--- src/rtl/dds_voice_sched.sv ---
// dds_voice_sched: four-voice DDS phase scheduler sharing one waveform LUT.
//   On each sample tick the voices are visited in order 0..3. An enabled voice
//   advances its phase accumulator and fetches one LUT sample over a req/ack
//   handshake; a disabled voice keeps its phase and contributes 0. When the
//   frame ends, smp_data is updated and smp_valid pulses for one cycle.
// Latency: smp_valid is high 9 cycles after the tick cycle with all voices
//   enabled and lut_ack tied high, and 5 cycles after it with all voices off.
//   Each extra cycle that lut_ack is held back adds one cycle.
// Backpressure: lut_req/lut_phase stay stable until lut_ack, with no timeout.
//   A tick that arrives while busy is dropped and flagged on overrun.
//
// Ports:
//   clk, rst_n                          clock, asynchronous active-low reset
//   tick                                sample-rate strobe; starts a frame
//   cfg_we, cfg_sel, cfg_tune,          per-voice config write, accepted in
//   cfg_ena, cfg_clr                    any state; cfg_clr zeroes the phase
//   lut_req, lut_phase                  LUT request and the phase to look up
//   lut_ack, lut_data                   LUT acknowledge, data valid with ack
//   smp_valid, smp_data                 mixed sample pulse and held value
//   busy, overrun                       frame in progress; dropped tick pulse
//
// Build option: DDS_SCHED_MIX_EN defined   -> smp_data = {sum of 4 samples, 2'b00}
//               DDS_SCHED_MIX_EN undefined -> smp_data = {sample 0, 4'b0000}

module dds_voice_sched #(
  parameter int TUNE_W  = 16,
  parameter int PHASE_W = 14,
  parameter int WAVE_W  = 12
) (
  input  logic               clk,
  input  logic               rst_n,
  input  logic               tick,
  input  logic               cfg_we,
  input  logic [1:0]         cfg_sel,
  input  logic [TUNE_W-1:0]  cfg_tune,
  input  logic               cfg_ena,
  input  logic               cfg_clr,
  output logic               lut_req,
  output logic [PHASE_W-1:0] lut_phase,
  input  logic               lut_ack,
  input  logic [WAVE_W-1:0]  lut_data,
  output logic               smp_valid,
  output logic [15:0]        smp_data,
  output logic               busy,
  output logic               overrun
);

  typedef enum logic [1:0] {
    IDLE = 2'd0,
    ADV  = 2'd1,
    REQ  = 2'd2,
    DONE = 2'd3
  } state_t;

  state_t              state_q;
  logic [1:0]          v_q;
  logic [TUNE_W-1:0]   phase_q [4];
  logic [TUNE_W-1:0]   tune_q  [4];
  logic [3:0]          ena_q;
  logic [WAVE_W-1:0]   samp_q  [4];

  logic                lut_req_q;
  logic [PHASE_W-1:0]  lut_phase_q;
  logic                smp_valid_q;
  logic [15:0]         smp_data_q;
  logic                busy_q;
  logic                overrun_q;

  logic [TUNE_W-1:0]   phase_adv_d;
  logic [WAVE_W-1:0]   samp_d [4];
  logic [15:0]         smp_data_d;
  logic                last_voice;

  assign last_voice  = (v_q == 2'd3);
  // The tune register is read only at this voice's ADV step, so a write to a
  // voice that has already been visited lands in the next frame.
  assign phase_adv_d = phase_q[v_q] + tune_q[v_q];

  // Sample array as it will look after this edge. The output mix is taken
  // from it so the final voice's sample (captured on this same edge) counts.
  always_comb begin
    for (int i = 0; i < 4; i++) begin
      samp_d[i] = samp_q[i];
    end
    if (state_q == ADV && !ena_q[v_q]) begin
      samp_d[v_q] = '0;
    end
    if (state_q == REQ && lut_ack) begin
      samp_d[v_q] = lut_data;
    end
  end

`ifdef DDS_SCHED_MIX_EN
  // Four WAVE_W-bit samples need exactly two extra bits, so the sum is exact.
  logic [WAVE_W+1:0] sum_d;
  always_comb begin
    sum_d = {2'b00, samp_d[0]} + {2'b00, samp_d[1]}
          + {2'b00, samp_d[2]} + {2'b00, samp_d[3]};
    smp_data_d = 16'({sum_d, 2'b00});
  end
`else
  always_comb begin
    smp_data_d = 16'({samp_d[0], 4'b0000});
  end
`endif

  always_ff @(posedge clk or negedge rst_n) begin
    if (!rst_n) begin
      state_q     <= IDLE;
      v_q         <= 2'd0;
      ena_q       <= '0;
      for (int i = 0; i < 4; i++) begin
        phase_q[i] <= '0;
        tune_q[i]  <= '0;
        samp_q[i]  <= '0;
      end
      lut_req_q   <= 1'b0;
      lut_phase_q <= '0;
      smp_valid_q <= 1'b0;
      smp_data_q  <= '0;
      busy_q      <= 1'b0;
      overrun_q   <= 1'b0;
    end else begin
      smp_valid_q <= 1'b0;
      // A tick during a frame is ignored; the frame carries on untouched.
      overrun_q   <= tick && (state_q != IDLE);
      for (int i = 0; i < 4; i++) begin
        samp_q[i] <= samp_d[i];
      end

      case (state_q)
        IDLE: begin
          if (tick) begin
            state_q <= ADV;
            v_q     <= 2'd0;
            busy_q  <= 1'b1;
          end
        end
        ADV: begin
          if (ena_q[v_q]) begin
            phase_q[v_q] <= phase_adv_d;
            lut_req_q    <= 1'b1;
            lut_phase_q  <= phase_adv_d[TUNE_W-1 -: PHASE_W];
            state_q      <= REQ;
          end else if (last_voice) begin
            smp_data_q  <= smp_data_d;
            smp_valid_q <= 1'b1;
            state_q     <= DONE;
          end else begin
            v_q <= v_q + 2'd1;
          end
        end
        REQ: begin
          if (lut_ack) begin
            lut_req_q <= 1'b0;
            if (last_voice) begin
              smp_data_q  <= smp_data_d;
              smp_valid_q <= 1'b1;
              state_q     <= DONE;
            end else begin
              v_q     <= v_q + 2'd1;
              state_q <= ADV;
            end
          end
        end
        DONE: begin
          state_q <= IDLE;
          v_q     <= 2'd0;
          busy_q  <= 1'b0;
        end
        default: begin
          state_q <= IDLE;
        end
      endcase

      // Config writes are accepted in any state. Placed last so a phase clear
      // takes precedence over an advance of the same voice on the same edge.
      if (cfg_we) begin
        tune_q[cfg_sel] <= cfg_tune;
        ena_q[cfg_sel]  <= cfg_ena;
        if (cfg_clr) begin
          phase_q[cfg_sel] <= '0;
        end
      end
    end
  end

  assign lut_req   = lut_req_q;
  assign lut_phase = lut_phase_q;
  assign smp_valid = smp_valid_q;
  assign smp_data  = smp_data_q;
  assign busy      = busy_q;
  assign overrun   = overrun_q;

endmodule

--- config.mk ---
export PLATFORM = sky130hd
export DESIGN_NAME = dds_voice_sched
export DESIGN_NICKNAME = d
export VERILOG_FILES = /design/src/rtl/dds_voice_sched.sv
export SDC_FILE = /design/constraint.sdc
export NUM_CORES = 1
export LEC_CHECK = 0
export CAP_MARGIN = 20
export CORE_ASPECT_RATIO = 1.1
export CORE_MARGIN = 2
export CORE_UTILIZATION = 50
export DETAILED_ROUTE_END_ITERATION = 12
export HOLD_SLACK_MARGIN = 0.02
export PLACE_DENSITY = 0.67
export RECOVER_POWER = 25
export SLEW_MARGIN = 20
export SYNTH_ARGS = -nofsm -noshare
export SYNTH_HDL_FRONTEND = slang
export SYNTH_SLANG_ARGS = --single-unit
--- constraint.sdc ---
create_clock -name clk -period 7.5 [get_ports clk]
set_input_delay 1.5 -clock clk [delete_from_list [all_inputs] [get_ports clk]]
set_output_delay 1.5 -clock clk [all_outputs]
set_load 0.02 [all_outputs]
==> impl_metrics.py, run 1 <==
metrics = {
    "pwr": {
        "powerDensity_nw_per_um2": 432.3,
        "p_leak_uw": 0.004401,
        "peakVddDrop_v": 0.0001937,
    },
    "floorplan": {
        "die_w_um": 130.8,
        "die_area_um2": 18760,
        "start_util": 0.5055,
        "core_area_um2": 17480,
        "die_h_um": 143.4,
        "io_pins": 71,
        "num_rows": 51,
    },
    "worst_setup_path": {
        "worst-r2r-cell-count": 10,
        "cp-start-kind": "register",
        "crit_required_ns": 7.79,
        "worst_setup_path_end_kind": "register",
        "crit_type": "reg -> reg",
        "rr_endpoint": "phase_q[42]",
        "rr_startpoint": "v_q[0]",
        "cp_max_fo": 20,
        "cp.arrival_ns": 4.72,
        "ff2ff_setup_slack_ns": 3.08,
    },
    "clock_network": {
        "cts.path.max_buffers": 2,
        "cts_tree": "yes",
        "postCtsSetupBuffers": 0,
        "cts_made_buffers": 17,
        "cts_sinks": 178,
        "root_buffer": "clkbuf_16",
        "cts_hold_buf": 0,
        "htreeDepth": 4,
        "ctsResizeCount": 0,
        "clkTransAtPathRegs_ns": 0.07,
        "clkLatencyLatePin_ns": 0.44,
    },
    "sta": {
        "tns_ns": 0,
        "period_share": 0.5896,
        "setup_violations": 0,
        "rsz0062_at_grt": "no",
        "fin_skew_ns": 0.009012,
        "hold_viol": 0,
        "worst_pin_slew_ns": 1.054,
        "fin_crit_ns": 4.422,
        "maxSlewViolCount": 0,
        "fin_ws_ns": 3.078,
        "fmax_ghz": 0.2261,
        "relSlewSlack": 0.2953,
        "hold_slack_ns": 0.4721,
    },
    "logic_synthesis": {
        "synthArstFlopShare": 1.000,
        "ys.flop_type": "dfrtp_1",
        "synthXorXnorAreaFrac": 0.01486,
        "ys_seq_elements": 178,
        "yosysTopAreaCell": "dfrtp_1",
        "synth_top_family_by_area": "multiplexers",
        "seq_area_frac_synth": 0.5040,
        "ys_types": 58,
        "yosys-top-cells-area": "dfrtp_1, mux2_2, mux4_2",
        "syn_inst": 766,
        "syn_avg_cell_area_um2": 11.54,
        "synth_compound_area_frac": 0.1016,
        "synth_mux_area_frac": 0.1900,
        "synth_fa_ha_area_frac": 0.03482,
        "synth.cell_area_um2": 8838,
        "synthSimpleGateAreaFrac": 0.1219,
        "netlist.area_leader.share": 0.5040,
        "yosys_warnings": 0,
        "synth-edff-count": 0,
    },
    "drt": {
        "num_vias": 6379,
        "dr.pass1.iters": 5,
        "viasPerCell": 5.973,
        "drt-initial-drc-count": 482,
        "avgRoutedWirePerCell_um": 19.97,
        "drt_wl_total_um": 21330,
        "drc": 0,
        "ant_nets": 0,
    },
    "flow_run": {
        "cap_violations": 0,
    },
    "final_layout": {
        "final_layout_size_suffix_gt1_frac": 0.2048,
        "area_delta_synth_final_pct": 16.19,
        "nFillCells": 1463,
        "stdcell_count": 1068,
        "antennaDiodeCount": 0,
        "layout.nets": 878,
    },
    "placed_design": {
        "dp_cells": 1035,
        "portBuffers": 66,
        "place_hpwl_um": 14260,
        "place_ws_ns": 3.131,
        "gp_congestion": 0.9229,
    },
    "hold_path": {
        "holdCritStartpoint": "lut_phase[3]",
        "hold_path.class": "reg -> reg",
        "hold-path-endpoint": "lut_phase[3]",
        "hold_depth": 2,
    },
    "global_routing": {
        "grt_use_total": 0.2425,
        "grt_pass1_vias": 6628,
        "grt_overflow_total": 0,
        "grt_pass1_wl_um": 34620,
        "antenna_found_initial": 0,
        "grt_max_degree": 114,
    },
    "status": {
        "status": "finished, final reports clean",
    },
}
[final cells by class]
type | count | area (µm²) | area share
flip-flops and latches | 178 | 4456 | 0.4338
inverters | 14 | 52.55 | 0.005117
multi-input cells | 531 | 4120 | 0.4012
repair buffers | 75 | 752.0 | 0.07322
clock buffers | 19 | 442.9 | 0.04313
well taps | 238 | 297.8 | 0.02900
clock inverters | 13 | 148.9 | 0.01450
[routing by layer]
layer,global-route usage,share of wire,vias to the layer above
met5,0,0,-
li1,-,-,2866
met1,0.3168,0.41,3208
met3,0.04244,0.066,47
met2,0.3983,0.49,258
met4,0.1064,0.026,0
[cells in the mapped netlist (2+ instances only)]
library cell  instances
buf_1                 6
nand3_1              31
xnor2_1              10
buf_6                 5
a31oi_1               7
ha_1                 23
clkbuf_1             24
or4_1                 2
a21o_1                4
and3_1                8
and2_1                3
a22o_1               13
nor4_1                4
nor2_1               49
a211oi_1             12
o21ai_0              47
nand4_1               3
mux2_4               10
xor2_1                5
mux2_2               70
buf_2                 7
dfrtp_1             178
a21oi_2               2
nand2_1              85
o31ai_1               3
nor3_1               23
nand2_2               6
a311oi_1              2
or3_1                 4
inv_1                14
a21oi_1              38
buf_4                 4
nor2b_1               3
nor3b_1               4
o21a_1                2
mux4_2               32
mux2i_1               2
[through the flow]
stage               total power, µW  cell area [µm²]    util
finish                         4439            10270  0.5874
global route                   4730            10270  0.5874
CTS                            4423            10240  0.5857
detailed placement             3512             9648  0.5518
global placement               3427             9648  0.5518
floorplan                      2932             8850       -
[layout by cell type (no fill, tap or decap), drive strengths merged, types with 2 or more instances in the layout]
cell type	count
a21o	4
o21a	2
or3	4
mux4	32
nand2	91
buf	9
a21oi	40
clkdlybuf4s50	64
o31ai	3
nand4	3
nor2b	3
dfrtp	178
and3	8
nor4	4
nor3b	5
xor2	5
clkbuf	20
o21ai	48
a22o	13
a311oi	2
mux2i	2
ha	23
nand3	31
and2	4
nor3	24
conb	4
xnor2	10
bufinv	2
clkinvlp	3
a211oi	12
inv	20
clkinv	2
or4	2
a31oi	8
mux2	80
nor2	49
[logic make-up (layout without fill, tap and decap cells)]
group / after synthesis / in the layout
simple gates: 231 / 231
compound gates: 143 / 143
other cells: 1 / 4
fa+ha+maj: 24 / 24
buf+inv: 60 / 121
flops: 178 / 178
xor+xnor: 15 / 15
mux: 114 / 114
[where the power goes]
group,internal (µW),switching [µW]
Combinational,862,1220
Clock,506,394
Sequential,1270,185
Total,2640,1800
[sequential cells by signal, summed over array words and instances, names as in the netlist]
| signal | cells |
|---|---|
| busy | 1 |
| ena_q | 4 |
| lut_phase | 14 |
| lut_req | 1 |
| overrun | 1 |
| phase_q | 64 |
| samp_q | 12 |
| smp_data | 12 |
| smp_valid | 1 |
| state_q | 2 |
| tune_q | 64 |
| v_q | 2 |
[how the worst max path moves through the flow]
stage | start | to | slack [ns] | cells past startpoint
floorplan | v_q[0] | phase_q[45] | 3.93 | 11
global placement | v_q[0] | lut_phase[8] | 3.23 | 10
detailed placement | v_q[0] | phase_q[42] | 3.13 | 10
CTS | v_q[0] | phase_q[42] | 3.10 | 10
global route | v_q[0] | phase_q[42] | 2.79 | 10
finish | v_q[0] | phase_q[42] | 3.08 | 10
[critical path, cell delays in order, from the launching register on]
cell and delay (ns):
dfrtp_2 0.72, buf_4 0.48, mux4_2 0.57, ha_1 0.25
fa_1 0.46, a21o_1 0.20, a311oi_1 0.47, o21ai_0 0.24
and3_1 0.23, o31ai_1 0.41, o21ai_0 0.21
Note: power is estimated with default switching activity, not from simulation.
==> inputs of run 2 (changes only) <==
Clock period 7.5 ns to 4.48 ns, I/O delays scaled along.
==> impl_metrics.py, run 2 (synthesis results as in run 1) <==
metrics = {
    "clock_network": {
        "htreeDepth": 4,
        "clkLatencyLatePin_ns": 0.43,
        "ctsResizeCount": 0,
        "root_buffer": "clkbuf_16",
        "cts_hold_buf": 0,
        "cts_made_buffers": 17,
        "postCtsSetupBuffers": 0,
        "clkTransAtPathRegs_ns": 0.06,
        "cts_tree": "yes",
        "cts_sinks": 178,
        "cts.path.max_buffers": 2,
    },
    "hold_path": {
        "hold_depth": 2,
        "hold_path.class": "reg -> reg",
        "holdCritStartpoint": "lut_phase[0]",
        "hold-path-endpoint": "lut_phase[0]",
    },
    "floorplan": {
        "io_pins": 71,
        "num_rows": 51,
        "die_area_um2": 18760,
        "die_h_um": 143.4,
        "core_area_um2": 17480,
        "start_util": 0.5055,
        "die_w_um": 130.8,
    },
    "sta": {
        "fin_crit_ns": 3.839,
        "maxSlewViolCount": 102,
        "fmax_ghz": 0.2605,
        "worst_pin_slew_ns": 2.558,
        "period_share": 0.8569,
        "tns_ns": 0,
        "hold_viol": 0,
        "fin_skew_ns": 0.007570,
        "relSlewSlack": -0.7052,
        "rsz0062_at_grt": "no",
        "setup_violations": 0,
    },
    "pwr": {
        "p_leak_uw": 0.004405,
        "powerDensity_nw_per_um2": 724.0,
        "p_total_uw": 7428,
        "peakVddDrop_v": 0.0003327,
    },
    "drt": {
        "drc": 0,
        "num_vias": 6375,
        "drt_wl_total_um": 21800,
        "dr.pass1.iters": 6,
        "viasPerCell": 5.952,
        "drt-initial-drc-count": 590,
        "avgRoutedWirePerCell_um": 20.35,
        "ant_nets": 0,
    },
    "worst_setup_path": {
        "worst-r2r-cell-count": 9,
        "rr_startpoint": "v_q[0]",
        "worst_setup_path_end_kind": "register",
        "crit_required_ns": 4.75,
        "cp_max_fo": 22,
        "cp-start-kind": "register",
        "crit_type": "reg -> reg",
        "rr_endpoint": "phase_q[26]",
        "ff2ff_setup_slack_ns": 0.64,
        "cp.arrival_ns": 4.11,
    },
    "placed_design": {
        "gp_congestion": 0.9092,
        "place_hpwl_um": 14600,
        "dp_cells": 1040,
        "portBuffers": 66,
    },
    "flow_run": {
        "cap_violations": 1,
    },
    "status": {
        "status": "finished with violations",
        "failed_checks": "max-capacitance violations, max-slew violations",
    },
    "global_routing": {
        "grt_overflow_total": 0,
        "grt_pass1_vias": 6628,
        "grt_use_total": 0.2469,
        "grt_pass1_wl_um": 34920,
        "grt_max_degree": 103,
        "antenna_found_initial": 0,
    },
    "final_layout": {
        "multiInputGateArea_um2": 4114,
        "regArea_um2": 4456,
        "area_delta_synth_final_pct": 16.08,
        "final_layout_size_suffix_gt1_frac": 0.2041,
        "stdcell_count": 1071,
        "nFillCells": 1453,
        "antennaDiodeCount": 0,
        "final_cell_mix": "dfrtp_1, nand2_1, mux2_2",
        "layout.nets": 882,
        "mostFrequentLayoutCell": "dfrtp_1",
    },
}
-- run 2: changes by cell type in the layout (fill, tap and decap cells not counted), moves of 2 or more --
cell / before / now
clkbuf_1: 1 / 4
buf_4: 8 / 12
inv_6: 6 / 1
clkinv_2: 1 / 4
clkbuf_8: 2 / 0
-- run 2: power breakdown --
part	switching (µW)	total, µW	internal (µW)
Sequential	290	2420	2130
Combinational	2090	3530	1440
Clock	604	1480	872
Total	2990	7430	4440
-- run 2: critical path, cell delays in order, from the launching register on --
cell	delay, ns
dfrtp_2	0.43
buf_4	0.43
mux4_2	0.60
fa_1	0.42
a21o_1	0.21
a311oi_1	0.41
o21ai_0	0.21
and3_1	0.22
o31ai_1	0.52
o21ai_0	0.23
-- run 2: how the worst max path moves through the flow --
stage	startpoint	to	slack, ns	depth (start not counted)
floorplan	v_q[0]	phase_q[45]	0.91	11
global placement	v_q[0]	phase_q[26]	0.80	9
detailed placement	v_q[0]	phase_q[26]	0.70	9
CTS	v_q[0]	phase_q[26]	0.70	9
global route	v_q[0]	phase_q[10]	0.46	9
finish	v_q[0]	phase_q[26]	0.64	9
-- run 2: per-stage QoR --
step	util	worst slack [ns]	instance area [µm²]	hold WS (ns)
final	0.5868	0.6410	10260	0.4832
after global routing	0.5868	0.4629	10260	0.5104
after CTS	0.5872	0.7048	10270	0.4855
after detailed placement	0.5543	0.7009	9692	0.4710
after global placement	0.5543	0.8005	9692	0.4610
after floorplan	-	0.9099	8850	0.4633
-- run 2: cell type report --
type	count	area share
clock buffer	21	0.04293
clock inverter	10	0.01305
inverter	14	0.005122
multi-input combinational	531	0.4010
sequential	178	0.4343
tap	238	0.02902
timing repair buffer	79	0.07463
-- run 2: layer usage --
layer	track usage	part of all wire	vias up
li1	-	-	2871
met1	0.3178	0.41	3190
met2	0.4134	0.49	268
met3	0.04989	0.068	46
met4	0.09295	0.023	0
met5	0	0	-
